[src/rtl/cpu_pkg.sv]
// Shared definitions for the multicycle CPU controller: state enum, instruction
// field codes and the control-line encodings driven onto the datapath.
package cpu_pkg;

  typedef enum logic [4:0] {
    S_RST, S_IF1, S_IF2, S_UPDATE, S_DECODE,
    S_MOVI, S_GET_A, S_GET_B, S_SHIFT, S_ALU, S_WR_C, S_LOADS,
    S_ADDR, S_LD_ADDR, S_MRD, S_WR_MEM, S_STR_B, S_STR_C, S_MWR,
    S_BR_TAKEN, S_BR_SKIP, S_LINK, S_BX_B, S_BX_C, S_BX_PC,
    S_HALT, S_ERR
  } state_t;

  localparam logic [2:0] OPC_BCOND = 3'b001;
  localparam logic [2:0] OPC_BLINK = 3'b010;
  localparam logic [2:0] OPC_LDR   = 3'b011;
  localparam logic [2:0] OPC_STR   = 3'b100;
  localparam logic [2:0] OPC_ALU   = 3'b101;
  localparam logic [2:0] OPC_MOV   = 3'b110;
  localparam logic [2:0] OPC_HALT  = 3'b111;

  localparam logic [1:0] OP_NONE = 2'b00;
  localparam logic [1:0] OP_MOVI = 2'b10;
  localparam logic [1:0] OP_MOV  = 2'b00;
  localparam logic [1:0] OP_ADD  = 2'b00;
  localparam logic [1:0] OP_CMP  = 2'b01;
  localparam logic [1:0] OP_AND  = 2'b10;
  localparam logic [1:0] OP_MVN  = 2'b11;
  localparam logic [1:0] OP_BX   = 2'b00;
  localparam logic [1:0] OP_BLX  = 2'b10;
  localparam logic [1:0] OP_BL   = 2'b11;

  localparam logic [2:0] COND_AL = 3'b000;
  localparam logic [2:0] COND_EQ = 3'b001;
  localparam logic [2:0] COND_NE = 3'b010;
  localparam logic [2:0] COND_LT = 3'b011;
  localparam logic [2:0] COND_LE = 3'b100;

  localparam logic [3:0] VSEL_MDATA  = 4'b1000;
  localparam logic [3:0] VSEL_SXIMM8 = 4'b0100;
  localparam logic [3:0] VSEL_PC     = 4'b0010;
  localparam logic [3:0] VSEL_C      = 4'b0001;

  localparam logic [2:0] NSEL_RN = 3'b100;
  localparam logic [2:0] NSEL_RD = 3'b010;
  localparam logic [2:0] NSEL_RM = 3'b001;

  localparam logic [1:0] PCSEL_INC = 2'b00;
  localparam logic [1:0] PCSEL_REL = 2'b01;
  localparam logic [1:0] PCSEL_REG = 2'b10;

  localparam logic [1:0] MEM_NONE  = 2'b00;
  localparam logic [1:0] MEM_READ  = 2'b01;
  localparam logic [1:0] MEM_WRITE = 2'b10;

endpackage

[src/rtl/br_cond_eval.sv]
// Branch condition evaluator: decides whether a conditional branch is taken
// from the cond field and the N/Z/V flags, and flags unsupported conditions.
module br_cond_eval
  import cpu_pkg::*;
(
  input  logic [2:0] cond,
  input  logic       n,
  input  logic       z,
  input  logic       v,
  output logic       taken,
  output logic       illegal
);

  always_comb begin
    taken   = 1'b0;
    illegal = 1'b0;
    case (cond)
      COND_AL: taken = 1'b1;
      COND_EQ: taken = z;
      COND_NE: taken = ~z;
      COND_LT: taken = n ^ v;
      COND_LE: taken = (n ^ v) | z;
      default: illegal = 1'b1;
    endcase
  end

endmodule

[src/rtl/cpu_ctrl_fsm.sv]
// Multicycle controller: fetch/decode/execute sequencing with a timed memory
// handshake, conditional and link branches, resumable HALT and sticky ERR.
module cpu_ctrl_fsm
  import cpu_pkg::*;
#(
  parameter int MEM_WAIT_MAX = 15,
  parameter int BRANCH_EN    = 1
) (
  input  logic       clk,
  input  logic       reset,
  input  logic [2:0] opcode,
  input  logic [1:0] op,
  input  logic [2:0] cond,
  input  logic       N,
  input  logic       Z,
  input  logic       V,
  input  logic       mem_rdy,
  input  logic       resume,
  output logic [3:0] vsel,
  output logic       write,
  output logic       loada,
  output logic       loadb,
  output logic       loadc,
  output logic       loads,
  output logic       asel,
  output logic       bsel,
  output logic [2:0] nsel,
  output logic       load_ir,
  output logic       load_pc,
  output logic       reset_pc,
  output logic       addr_sel,
  output logic       load_addr,
  output logic [1:0] pc_sel,
  output logic [1:0] mem_cmd,
  output logic       halted,
  output logic       err,
  output state_t     dbg_state
);

  localparam int CNT_W = $clog2(MEM_WAIT_MAX + 1);
  localparam bit BR_ON = (BRANCH_EN != 0);

  state_t           state;
  state_t           state_next;
  logic [CNT_W-1:0] wait_cnt;
  logic             wait_last;
  logic             in_wait;
  logic             br_taken;
  logic             br_illegal;

  br_cond_eval u_br_cond_eval (
    .cond    (cond),
    .n       (N),
    .z       (Z),
    .v       (V),
    .taken   (br_taken),
    .illegal (br_illegal)
  );

  assign in_wait   = (state == S_IF1) || (state == S_MRD) || (state == S_MWR);
  assign wait_last = (wait_cnt == CNT_W'(MEM_WAIT_MAX - 1));
  assign dbg_state = state;

  always_ff @(posedge clk) begin
    if (reset) state <= S_RST;
    else       state <= state_next;
  end

  // Any state change clears the counter, so each wait state starts from zero.
  always_ff @(posedge clk) begin
    if (reset)                    wait_cnt <= '0;
    else if (state_next != state) wait_cnt <= '0;
    else if (in_wait)             wait_cnt <= wait_cnt + CNT_W'(1);
  end

  always_comb begin
    state_next = state;
    case (state)
      S_RST:    state_next = S_IF1;
      S_IF1:    state_next = mem_rdy ? S_IF2 : (wait_last ? S_ERR : S_IF1);
      S_IF2:    state_next = S_UPDATE;
      S_UPDATE: state_next = S_DECODE;
      S_DECODE: begin
        case ({opcode, op})
          {OPC_MOV, OP_MOVI}:                    state_next = S_MOVI;
          {OPC_MOV, OP_MOV}, {OPC_ALU, OP_MVN}:  state_next = S_GET_B;
          {OPC_ALU, OP_ADD}, {OPC_ALU, OP_AND},
          {OPC_ALU, OP_CMP}:                     state_next = S_GET_A;
          {OPC_LDR, OP_NONE}, {OPC_STR, OP_NONE}: state_next = S_GET_A;
          {OPC_HALT, OP_NONE}:                   state_next = S_HALT;
          {OPC_BCOND, OP_NONE}: begin
            if (!BR_ON || br_illegal) state_next = S_ERR;
            else if (br_taken)        state_next = S_BR_TAKEN;
            else                      state_next = S_BR_SKIP;
          end
          {OPC_BLINK, OP_BL}, {OPC_BLINK, OP_BLX}: state_next = BR_ON ? S_LINK : S_ERR;
          {OPC_BLINK, OP_BX}:                      state_next = BR_ON ? S_BX_B : S_ERR;
          default:                                 state_next = S_ERR;
        endcase
      end
      S_MOVI:    state_next = S_IF1;
      S_GET_A:   state_next = (opcode == OPC_LDR || opcode == OPC_STR) ? S_ADDR : S_GET_B;
      S_GET_B: begin
        if (opcode == OPC_ALU && op == OP_CMP) state_next = S_LOADS;
        else if (opcode == OPC_MOV)            state_next = S_SHIFT;
        else                                   state_next = S_ALU;
      end
      S_SHIFT, S_ALU: state_next = S_WR_C;
      S_WR_C:     state_next = S_IF1;
      S_LOADS:    state_next = S_IF1;
      S_ADDR:     state_next = S_LD_ADDR;
      S_LD_ADDR:  state_next = (opcode == OPC_LDR) ? S_MRD : S_STR_B;
      S_MRD:      state_next = mem_rdy ? S_WR_MEM : (wait_last ? S_ERR : S_MRD);
      S_WR_MEM:   state_next = S_IF1;
      S_STR_B:    state_next = S_STR_C;
      S_STR_C:    state_next = S_MWR;
      S_MWR:      state_next = mem_rdy ? S_IF1 : (wait_last ? S_ERR : S_MWR);
      S_BR_TAKEN, S_BR_SKIP: state_next = S_IF1;
      // BL finishes with the relative PC load; BLX continues into the BX path.
      S_LINK:     state_next = (op == OP_BL) ? S_BR_TAKEN : S_BX_B;
      S_BX_B:     state_next = S_BX_C;
      S_BX_C:     state_next = S_BX_PC;
      S_BX_PC:    state_next = S_IF1;
      S_HALT:     state_next = resume ? S_IF1 : S_HALT;
      S_ERR:      state_next = S_ERR;
      default:    state_next = S_ERR;
    endcase
  end

  always_comb begin
    vsel      = 4'b0000;
    write     = 1'b0;
    loada     = 1'b0;
    loadb     = 1'b0;
    loadc     = 1'b0;
    loads     = 1'b0;
    asel      = 1'b0;
    bsel      = 1'b0;
    nsel      = 3'b000;
    load_ir   = 1'b0;
    load_pc   = 1'b0;
    reset_pc  = 1'b0;
    addr_sel  = 1'b0;
    load_addr = 1'b0;
    pc_sel    = PCSEL_INC;
    mem_cmd   = MEM_NONE;
    halted    = 1'b0;
    err       = 1'b0;
    case (state)
      S_RST:      begin reset_pc = 1'b1; load_pc = 1'b1; end
      S_IF1:      begin addr_sel = 1'b1; mem_cmd = MEM_READ; end
      S_IF2:      begin addr_sel = 1'b1; mem_cmd = MEM_READ; load_ir = 1'b1; end
      S_UPDATE:   begin load_pc = 1'b1; pc_sel = PCSEL_INC; end
      S_MOVI:     begin write = 1'b1; vsel = VSEL_SXIMM8; nsel = NSEL_RN; end
      S_GET_A:    begin loada = 1'b1; nsel = NSEL_RN; end
      S_GET_B:    begin loadb = 1'b1; nsel = NSEL_RM; end
      S_SHIFT:    begin asel = 1'b1; loadc = 1'b1; end
      S_ALU:      loadc = 1'b1;
      S_WR_C:     begin write = 1'b1; vsel = VSEL_C; nsel = NSEL_RD; end
      S_LOADS:    loads = 1'b1;
      S_ADDR:     begin bsel = 1'b1; loadc = 1'b1; end
      S_LD_ADDR:  load_addr = 1'b1;
      S_MRD:      mem_cmd = MEM_READ;
      S_WR_MEM:   begin write = 1'b1; vsel = VSEL_MDATA; nsel = NSEL_RD; end
      S_STR_B:    begin loadb = 1'b1; nsel = NSEL_RD; end
      S_STR_C:    begin asel = 1'b1; loadc = 1'b1; end
      S_MWR:      mem_cmd = MEM_WRITE;
      S_BR_TAKEN: begin load_pc = 1'b1; pc_sel = PCSEL_REL; end
      S_LINK:     begin write = 1'b1; vsel = VSEL_PC; nsel = NSEL_RN; end
      S_BX_B:     begin loadb = 1'b1; nsel = NSEL_RD; end
      S_BX_C:     begin asel = 1'b1; loadc = 1'b1; end
      S_BX_PC:    begin load_pc = 1'b1; pc_sel = PCSEL_REG; end
      S_HALT:     halted = 1'b1;
      S_ERR:      err = 1'b1;
      default:    ;
    endcase
  end

endmodule

[config.mk]
export PLATFORM = sky130hd
export DESIGN_NAME = cpu_ctrl_fsm
export DESIGN_NICKNAME = d
export VERILOG_FILES = /design/src/rtl/cpu_pkg.sv /design/src/rtl/br_cond_eval.sv /design/src/rtl/cpu_ctrl_fsm.sv
export SDC_FILE = /design/constraint.sdc
export NUM_CORES = 1
export LEC_CHECK = 0
export BUFFER_PORTS_ARGS = -buffer_cell sky130_fd_sc_hd__buf_4
export CAP_MARGIN = 0
export CORE_MARGIN = 2
export CORE_UTILIZATION = 50
export CTS_CLUSTER_SIZE = 25
export DETAILED_ROUTE_END_ITERATION = 16
export HOLD_SLACK_MARGIN = 0.12
export PLACE_DENSITY_LB_ADDON = 0.1
export RECOVER_POWER = 25
export SKIP_CTS_REPAIR_TIMING = 1
export SLEW_MARGIN = 40
export SYNTH_ARGS = -nofsm -noshare
export SYNTH_HDL_FRONTEND = slang
export SYNTH_SLANG_ARGS = --single-unit
[constraint.sdc]
create_clock -name clk -period 7.42 [get_ports clk]
set_clock_uncertainty 0.2 [all_clocks]
set_input_delay 0.742 -clock clk [delete_from_list [all_inputs] [get_ports clk]]
set_output_delay 0.742 -clock clk [all_outputs]
set_load 0.01 [all_outputs]
==> summary.md, run 1 <==
| Metric | Value |
|---|---|
| Status | finished, final reports clean |
| TNS Setup | 0 ns |
| WL met3 | 244 um |
| Final HPWL DP | 3.25 mm |
| DRT Wirelength | 4.41 mm |
| Async set-reset flop share out of synthesis | 0% |
| HP Start | wait_cnt[1] |
| Critical path's slowest cell | clkbuf_1 |
| Cts bufs inserted | 3 |
| Worst stage delay on the critical path | 0.88 ns |
| Drt first-iter violations | 146 |
| Total Routing Usage GR | 26.1% |
| Clock Latency Late Sink | 0.27 ns |
| Top post-synthesis cells by count | 33 x nor2_1, 19 x nand2_1, 17 x o21ai_0, 12 x clkbuf_1, 11 x a21oi_1 |
| Library cells used by synthesis | 58 |
| RR Startpoint | dbg_state[1] |
| Vias per inst | 6.17 |
| IO Port Bufs | 44 |
| Worst endpoint data arrival time | 3.76 ns |
| Fillcell total | 310 |
| Tightest Pin Transition | 1.20 ns |
| First-pass GRT wire length | 7.32 mm |
| Share of the core filled with cells | 62.1% |
| Initial Util | 52.0% |
| Drt drc | 0 |
| Startpoint types | flop |
| Unrepaired setup endpoints after global routing | no |
| Wire length on met2 | 2.06 mm |
| Post-synth EDFFs | 0 |
| Reg2Reg Depth | 8 |
| Routed length per instance | 14.7 um |
| Initial antenna violation count | 0 |
| Nets | 286 |
| Total congestion overflow | 0 |
| Area grow syn2layout | 19.5% |
| Top cells by area, synth | dfxtp_1 12%, nor2_1 7.9%, o21ai_0 5.5% |
| CTS sink count | 9 |
| Total die area | 3580 um^2 |
| Minimum clock period | 3.78 ns |
| Htree depth | 1 |
| CP most frequent cell | or2_0 |
| Die W | 59.9 um |
| CTS tree | done |
| Max-slew headroom at the worst pin | 20.0% |
| CP Cell Sequence | clkbuf_1, or2_0, or2_0, o21bai_1, a2111oi_1, xnor2_1, nand3_4, nor4_1 |
| Met1 WL | 2.05 mm |
| Final Hold Fails | 0 |
| I/O pins | 45 |
| Post-synth top area cell | dfxtp_1 |
| Synth Flop Type | dfxtp_1 |
| Period Utilization, post-route | 51.0% |
| Syn. warnings | 0 |
| Avg Inst Size Synth | 6.53 um^2 |
| Vias post-DR | 1,856 |
| Crit. End Element | flop |
| Max Clock Freq | 264 MHz |
| Max-cap violations | 0 |
| Root Buffer | clkbuf_4 |
| Post-Synthesis Cells | 239 |
| RR Endpoint | wait_cnt[0] |
| Cells on Worst Hold Path | 3 |
| Final setup viols | 0 |
| Final Instance Area | 1860 um^2 |
| Post-synth top area share | 11.5% |
| CP max FO | 29 |
| Power Dens Cells | 127 nW/um^2 |
| Worst Path Class, Setup | flop to flop |
| Worst-case clock buffer depth | 2 |
| Leakage power | 0.748 nW |
| Area of the multi-input gates | 1270 um^2 |
| Die height | 59.9 um |
| Hold WC Path Type | flop to flop |
| ANT cells | 0 |
| Setup slack, reg-to-reg | 3.64 ns |
| Most common cell in the netlist | nor2_1 |
| Yosys reg bits | 9 |
| Core Area | 3000 um^2 |
| DRT Pass-1 Iters | 4 |
| Pin count of the biggest net entering global routing | 34 |
| Clock-pin slew on the worst setup and hold paths | 0.06 ns |
| Post-DRT Antenna Nets | 0 |
| Vias in the first global route | 1,582 |
| Reg area | 180 um^2 |
| Crit path required time | 7.39 ns |
| Post-DP Area | 1860 um^2 |
| Post-Syn Area | 1560 um^2 |
| Highest metal used | met4 |
| Tot Pwr | 237 uW |
| Placer Congestion | 0.851 |
| Final Max Tran Viols | 0 |
| Hold Path End | wait_cnt[1] |
| Peak VDD IR | 0.0000979 V |
| Num rows | 20 |
| Syn_nets | 256 |
| Post-synthesis sequential area ratio | 11.5% |
| Share of cells above drive strength 1 | 19.4% |
-- worst max-delay path, delay by kind of cell (launching register included) --
kind,cells,cell delay (ns)
AND/OR/NAND/NOR,4,1.25
buffers and inverters,1,0.88
AO/OA/AOI/OAI,2,0.78
flip-flops,1,0.31
XOR/XNOR,1,0.26
-- registers in the layout, summed over array words and instances, names as in the netlist --
register / cells
wait_cnt: 4
dbg_state: 5
-- power breakdown --
part	leakage, nW	switching, mW	internal (mW)
clock	0.0150	0.0173	0.0207
sequential	0.0731	0.0106	0.0524
combinational	0.660	0.0801	0.0559
total	0.748	0.108	0.129
-- layer usage --
layer | GRT usage, % | up-vias
met5 | 0 | -
met1 | 37.3 | 849
met3 | 0.866 | 4
li1 | - | 943
met2 | 41.3 | 60
met4 | 10.2 | 0
-- layout make-up --
class | instances | share of cell area, %
Multi-Input combinational cell | 203 | 68.0
Clock buffer | 4 | 1.41
Inverter | 6 | 1.21
Timing Repair Buffer | 46 | 17.5
Tap cell | 33 | 2.21
Sequential cell | 9 | 9.66
-- metrics by stage --
step	setup slack, ns	hold WS [ns]	cells
2_1_floorplan	4.61	0.407	239
3_3_place_gp	4.28	0.456	297
3_5_place_dp	4.36	0.465	297
4_1_cts	4.42	0.472	301
5_1_grt	3.33	0.507	301
6_report	3.64	0.466	301
-- logic make-up (layout without fill, tap and decap cells) --
family,count (synthesis),after routing,synth area share [%]
flops,9,9,11.5
buf+inv,27,56,7.14
compound gates,59,59,24.7
mux,4,4,2.97
simple gates,130,130,47.6
fa+ha+maj,2,2,1.60
xor+xnor,8,8,4.49
-- placed cells by master, fill, tap and decap left out, types with 2 or more instances in the layout --
cell,synthesis,routed
or3_1,7,7
dfxtp_1,9,9
nor4_1,5,5
or2_0,0,2
nor3_1,8,8
nand2b_1,6,6
nor2_1,33,33
o211ai_1,7,7
buf_4,0,41
clkbuf_1,12,6
xnor2_1,3,3
o21ai_0,17,17
nor3b_1,5,5
nor2b_1,7,7
ha_1,2,2
inv_1,6,6
nand4_1,6,6
a31oi_1,3,3
nand3b_1,5,5
clkbuf_4,0,3
xor2_1,5,5
and3b_1,2,2
nand2_1,19,19
mux2i_1,2,2
o22ai_1,3,3
o21bai_1,2,2
a211oi_1,4,4
a21oi_1,11,11
nand3_1,10,10
and4b_1,2,2
-- how the worst max path moves through the flow --
stage / startpoint / end / slack, ns / cells after the start
floorplan: op[1] / wait_cnt[3] / 4.61 / 8
global placement: dbg_state[2] / wait_cnt[1] / 4.28 / 7
detailed placement: opcode[1] / wait_cnt[3] / 4.36 / 8
CTS: dbg_state[4] / wait_cnt[2] / 4.42 / 7
global route: dbg_state[1] / wait_cnt[0] / 3.33 / 8
finish: dbg_state[1] / wait_cnt[0] / 3.64 / 8
Power figures use the tool's default switching activity.
==> run 2, diff against run 1 <==
--- a/config.mk
+++ b/config.mk
@@ -8,7 +8,7 @@
 export BUFFER_PORTS_ARGS = -buffer_cell sky130_fd_sc_hd__buf_4
 export CAP_MARGIN = 0
 export CORE_MARGIN = 2
-export CORE_UTILIZATION = 50
+export CORE_UTILIZATION = 48
 export CTS_CLUSTER_SIZE = 25
 export DETAILED_ROUTE_END_ITERATION = 16
 export HOLD_SLACK_MARGIN = 0.12
==> constraint.sdc (replaced) <==
create_clock -name clk -period 3.1 [get_ports clk]
set_clock_uncertainty 0.2 [all_clocks]
set_input_delay 0.31 -clock clk [delete_from_list [all_inputs] [get_ports clk]]
set_output_delay 0.31 -clock clk [all_outputs]
set_load 0.01 [all_outputs]
==> run 2 against run 1 <==
Against the previous run: clock power up 140%; utilization grew 1.4 points; sequential power grew 130%; non-clock buffer count grew 9; power increased to 2.5 times the previous value; final cell count is 6.6% higher; first-iteration DRC count is 18% lower; wire length is 5.1% higher; via count grew 2.6%; sequential share of layout area decreased by 0.44 points; maximum frequency rose by 34%; critical path depth stayed put; largest cell class unchanged.
==> summary.md, run 2 (same netlist as run 1, synthesis figures left out) <==
| Metric | Value |
|---|---|
| Final WS setup | 0.280 ns (-3.36 ns) |
| Leakage power | 0.801 nW (+7.1%) |
| Routed length per instance | 14.4 um (-1.4%) |
| Pre-CTS WS | 0.398 ns (-3.96 ns) |
| Reg2Reg Depth | 8 (unchanged) |
| DRT Pass-1 Iters | 4 (unchanged) |
| Area grow syn2layout | 25.2% |
| Worst Path Class, Setup | flop to flop |
| Reg area | 180 um^2 (unchanged) |
| Root Buffer | clkbuf_4 |
| First-pass GRT wire length | 7.71 mm (+5.4%) |
| Setup slack, reg-to-reg | 0.28 ns (-3.36 ns) |
| Hold WC Path Type | primary input to flop |
| Vias post-DR | 1,904 (+2.6%) |
| Total Routing Usage GR | 26.9% (+0.75 points) |
| CP max FO | 13 (-55%) |
| Num rows | 20 (unchanged) |
| Cts bufs inserted | 3 (unchanged) |
| CTS tree | done |
| TNS Setup | 0 ns (unchanged) |
| ANT cells | 0 (unchanged) |
| Final HPWL DP | 3.52 mm (+8.5%) |
| RR Endpoint | wait_cnt[0] |
| Hold Path End | dbg_state[0] |
| Max reg flops | 5 (unchanged) |
| Clock Power Share | 15.2% (-0.9 points) |
| CTS sink count | 9 (unchanged) |
| Status | finished, final reports clean |
| Peak VDD IR | 0.000310 V (+220%) |
| Max-cap violations | 0 (unchanged) |
| Pin count of the biggest net entering global routing | 19 (-44%) |
| Total die area | 3720 um^2 (+3.9%) |
| Cells on Worst Hold Path | 4 (+1) |
| Sw Pwr | 264 uW (+140%) |
| Tightest Pin Transition | 0.538 ns (-0.662 ns) |
| Initial antenna violation count | 0 (unchanged) |
| Startpoint types | flop |
| Max-slew headroom at the worst pin | 63.2% (+43 points) |
| I/O pins | 45 (unchanged) |
| Crit. End Element | flop |
| Die W | 61.0 um (+1.9%) |
| Htree depth | 1 (unchanged) |
| Final setup viols | 0 (unchanged) |
| Worst-case clock buffer depth | 2 (unchanged) |
| Switching share of total power | 44.4% (-1.1 points) |
| Clock Latency Late Sink | 0.26 ns (about the same) |
| Crit path required time | 3.06 ns (-4.33 ns) |
| DRT Wirelength | 4.64 mm (+5.1%) |
| Total congestion overflow | 0 (unchanged) |
| Most common cell after layout, fill and taps aside | buf_4 |
| Drt first-iter violations | 120 (-18%) |
| Vias in the first global route | 1,675 (+5.9%) |
| Fillcell total | 311 (+0.32%) |
| Commonest cells after routing, fill and taps aside | 50 x buf_4, 33 x nor2_1, 19 x nand2_1 |
| HP Start | opcode[2] |
| Int Pwr | 330 uW (+160%) |
| Clock-pin slew on the worst setup and hold paths | 0.06 ns (about the same) |
| Part of the power in registers | 24.3% (-2.3 points) |
| Final Hold Fails | 0 (unchanged) |
| Comb pwr share | 60.5% (+3.1 points) |
| Post-DRT Antenna Nets | 0 (unchanged) |
| Worst endpoint data arrival time | 2.78 ns (-0.98 ns) |
| Initial Util | 50.7% (-1.3 points) |
| Area of the multi-input gates | 1270 um^2 (about the same) |
| Unrepaired setup endpoints after global routing | no |
| Die height | 61.0 um (+1.9%) |
| Vias per inst | 5.93 (-3.8%) |
| Final Max Tran Viols | 0 (unchanged) |
| Minimum clock period | 2.82 ns (-0.964 ns) |
| Period Utilization, post-route | 91.0% (+40 points) |
| Power Dens Cells | 304 nW/um^2 (+140%) |
| IO Port Bufs | 44 (unchanged) |
| Drt drc | 0 (unchanged) |
| Core Area | 3080 um^2 (+2.5%) |
| Share of the core filled with cells | 63.5% (+1.4 points) |
| Max Clock Freq | 355 MHz (+34%) |
| Share of cells above drive strength 1 | 22.7% (+3.3 points) |
| Placer Congestion | 0.934 (+9.7%) |
| RR Startpoint | dbg_state[1] |
| Nets | 295 (+3.1%) |
run 2: cell count changes in the layout (fill, tap and decap cells not counted), sizes merged:
cell / change
buf: +9
clkbuf: -1
dlygate4sd3: +1
run 2: stage by stage:
step | cells | hold slack (ns) | cell area, um^2 | power, mW
global placement | 316 | 0.345 | 1930 | 0.500
finish | 321 | 0.376 | 1950 | 0.593
floorplan | 239 | 0.179 | 1560 | 0.379
CTS | 320 | 0.0676 | 1960 | 0.595
global route | 321 | 0.420 | 1950 | 0.639
detailed placement | 316 | 0.346 | 1930 | 0.503
run 2: critical path, cell delays in order, from the launching register on:
cell and delay [ns]:
dfxtp_1 0.61, or2_2 0.36, or2_4 0.19, o21bai_1 0.07
a2111oi_0 0.55, buf_4 0.21, xnor2_1 0.16, nand3_4 0.12
nor4_1 0.24
run 2: power groups by stage:
stage          registers, mW  logic (mW)  clock network [mW]
6_report               0.144       0.359              0.0901
5_1_grt                0.146       0.395              0.0980
4_1_cts                0.144       0.359              0.0930
3_5_place_dp           0.146       0.357                   0
3_3_place_gp           0.147       0.354                   0
2_1_floorplan          0.140       0.239                   0
run 2: final cells by class:
class                   count  share of cell area [%]
multi-input cells         203                    65.0
repair buffers             55                    20.5
flip-flops and latches      9                    9.22
well taps                  44                    2.82
clock buffers               4                    1.35
inverters                   6                    1.15
run 2: routing by layer:
layer  share of wire, %  GRT usage [%]  up-vias
met1                 47           39.1      868
li1                   -              -      956
met4                1.4           9.32        0
met2                 46           42.1       72
met5                  0              0        -
met3                5.5           1.89        8
run 2: worst max-delay path by stage:
stage	slack, ns	cells after the start	to	from
2_1_floorplan	0.62	8	wait_cnt[0]	dbg_state[2]
3_3_place_gp	0.36	8	wait_cnt[2]	dbg_state[1]
3_5_place_dp	0.40	8	wait_cnt[1]	dbg_state[1]
4_1_cts	0.33	8	wait_cnt[0]	dbg_state[1]
5_1_grt	0.10	8	wait_cnt[3]	dbg_state[0]
6_report	0.28	8	wait_cnt[0]	dbg_state[1]
==> run 3, diff against run 2 <==
==> constraint.sdc (replaced) <==
create_clock -name clk -period 3.1 [get_ports clk]
set_clock_uncertainty 0.2 [all_clocks]
set_input_delay 0.155 -clock clk [delete_from_list [all_inputs] [get_ports clk]]
set_output_delay 0.155 -clock clk [all_outputs]
set_load 0.01 [all_outputs]
==> run 3 against run 2 <==
Against the previous run: setup slack better by 0.033 ns; global-route usage about the same; utilization down 0.20 points; sequential power up 4%; count of clock-buffer cells in the layout unchanged; sequential cell count did not move; non-clock buffer count fell by 2; wire length is 2.0% higher; final area decreased by 0.32%; maximum frequency rose by 1.2%.
==> summary.md, run 3 (same netlist as run 1, synthesis figures left out) <==
| Metric | Value |
|---|---|
| Tightest Pin Transition | 0.569 ns (+0.0315 ns) |
| Final HPWL DP | 3.63 mm (+2.9%) |
| Wire length on met2 | 2.25 mm (+4.8%) |
| CP Cell Sequence | nand2b_1, clkbuf_1, o311ai_1, nor4_1, nand4_1, xor2_1, nor4_1 |
| Total congestion overflow | 0 (unchanged) |
| CP max FO | 17 (+4) |
| Final setup viols | 0 (unchanged) |
| Reg2Reg Depth | 7 (-1) |
| HP Start | cond[2] |
| Placer Congestion | 0.905 (-3.1%) |
| DRT Pass-1 Iters | 4 (unchanged) |
| Comb pwr share | 59.8% (-0.7 points) |
| Power Dens Cells | 302 nW/um^2 (-0.77%) |
| Pin count of the biggest net entering global routing | 25 (+6) |
| Final Hold Fails | 0 (unchanged) |
| RR Endpoint | wait_cnt[3] |
| Vias per inst | 6.02 (+1.5%) |
| Max Clock Freq | 359 MHz (+1.2%) |
| DRT Wirelength | 4.73 mm (+2.0%) |
| Cells on Worst Hold Path | 4 (unchanged) |
| Core Area | 3080 um^2 (unchanged) |
| RR Startpoint | dbg_state[0] |
| Clock-pin slew on the worst setup and hold paths | 0.06 ns (about the same) |
| CTS tree | done |
| Minimum clock period | 2.79 ns (-0.0329 ns) |
| Area grow syn2layout | 24.8% |
| Crit path required time | 3.05 ns (about the same) |
| Commonest cells after routing, fill and taps aside | 46 x buf_4, 33 x nor2_1, 19 x nand2_1 |
| Worst endpoint data arrival time | 2.74 ns (-0.04 ns) |
| Status | finished, final reports clean |
| Sw Pwr | 261 uW (-1.1%) |
| Htree depth | 1 (unchanged) |
| Share of cells above drive strength 1 | 21.8% (-0.93 points) |
| Initial Util | 50.7% (unchanged) |
| WL met3 | 241 um (-6.2%) |
| Max-cap violations | 0 (unchanged) |
| Most common cell after layout, fill and taps aside | buf_4 |
| Unrepaired setup endpoints after global routing | no |
| Clock Latency Late Sink | 0.25 ns (about the same) |
| Nets | 293 (-0.68%) |
| Num rows | 20 (unchanged) |
| Clock Power Share | 14.7% (-0.5 points) |
| Routed length per instance | 14.8 um (+2.6%) |
| Vias post-DR | 1,921 (+0.89%) |
| TNS Setup | 0 ns (unchanged) |
| Total die area | 3720 um^2 (unchanged) |
| Initial antenna violation count | 0 (unchanged) |
| Leakage power | 0.790 nW (-1.3%) |
| Worst-case clock buffer depth | 2 (unchanged) |
| Highest metal used | met4 |
| Int Pwr | 326 uW (-1.1%) |
| Cts bufs inserted | 3 (unchanged) |
| Worst Path Class, Setup | flop to flop |
| IO Port Bufs | 44 (unchanged) |
| Final Max Tran Viols | 0 (unchanged) |
| Max-slew headroom at the worst pin | 61.8% (-1.5 points) |
| Period Utilization, post-route | 89.9% (-1.1 points) |
| Post-DRT Antenna Nets | 0 (unchanged) |
| Drt first-iter violations | 169 (+41%) |
| Switching share of total power | 44.4% (about the same) |
| CTS sink count | 9 (unchanged) |
| Peak VDD IR | 0.000357 V (+15%) |
| Setup slack, reg-to-reg | 0.31 ns (+0.03 ns) |
| Worst stage delay on the critical path | 0.65 ns (+0.04 ns) |
| Part of the power in registers | 25.5% (+1.2 points) |
| Drt drc | 0 (unchanged) |
| Total Routing Usage GR | 26.8% (about the same) |
| CP most frequent cell | nor4_1 |
| Die W | 61.0 um (unchanged) |
| Met1 WL | 2.21 mm (+2.1%) |
| Root Buffer | clkbuf_4 |
| Max reg flops | 5 (unchanged) |
| Hold WC Path Type | primary input to flop |
| Crit. End Element | flop |
| ANT cells | 0 (unchanged) |
| Vias in the first global route | 1,631 (-2.6%) |
| Die height | 61.0 um (unchanged) |
| First-pass GRT wire length | 7.71 mm (about the same) |
| Startpoint types | flop |
| I/O pins | 45 (unchanged) |
| Critical path's slowest cell | dfxtp_1 |
| Final hold slack | 0.231 ns (-0.145 ns) |
| Hold Path End | dbg_state[1] |
[run 3: worst max-delay path, delay by kind of cell (launching register included)]
family                 cells  cell delay (ns)
AND/OR/NAND/NOR            4             1.02
buffers and inverters      1             0.41
flip-flops                 1             0.65
AO/OA/AOI/OAI              1             0.18
XOR/XNOR                   1             0.23
[run 3: worst max-delay path by stage]
| stage | from | to | slack (ns) |
|---|---|---|---|
| final | dbg_state[0] | wait_cnt[3] | 0.31 |
| after global routing | dbg_state[4] | wait_cnt[2] | 0.08 |
| after CTS | dbg_state[3] | wait_cnt[3] | 0.38 |
| after detailed placement | dbg_state[3] | wait_cnt[3] | 0.39 |
| after global placement | dbg_state[3] | wait_cnt[2] | 0.43 |
| after floorplan | dbg_state[2] | wait_cnt[0] | 0.62 |
[run 3: layer usage]
| metal | GRT usage (%) | up-vias |
|---|---|---|
| met4 | 4.35 | 0 |
| met5 | 0 | - |
| met3 | 2.52 | 4 |
| met2 | 43.6 | 56 |
| li1 | - | 953 |
| met1 | 39.3 | 908 |
[run 3: layout make-up]
type                    count  area, um^2
fillers                   315        1130
multi-input cells         203        1270
clock buffers               4        26.3
inverters                   6        22.5
well taps                  44        55.1
repair buffers             53         394
flip-flops and latches      9         180
[run 3: power by group through the flow]
stage | Sequential [mW] | Combinational (mW) | Clock [mW]
floorplan | 0.140 | 0.239 | 0
global placement | 0.151 | 0.351 | 0
detailed placement | 0.152 | 0.351 | 0
CTS | 0.149 | 0.353 | 0.0901
global route | 0.152 | 0.387 | 0.0976
finish | 0.150 | 0.351 | 0.0860
[run 3: stage by stage]
stage          setup slack (ns)  instance area, um^2  utilization [%]  cells  power, mW
6_report                  0.313                 1950             63.3    319      0.587
5_1_grt                  0.0832                 1950             63.3    319      0.636
4_1_cts                   0.379                 1960             63.5    318      0.592
3_5_place_dp              0.392                 1930             62.7    314      0.503
3_3_place_gp              0.432                 1930             62.7    314      0.502
2_1_floorplan             0.615                 1560                -    239      0.379
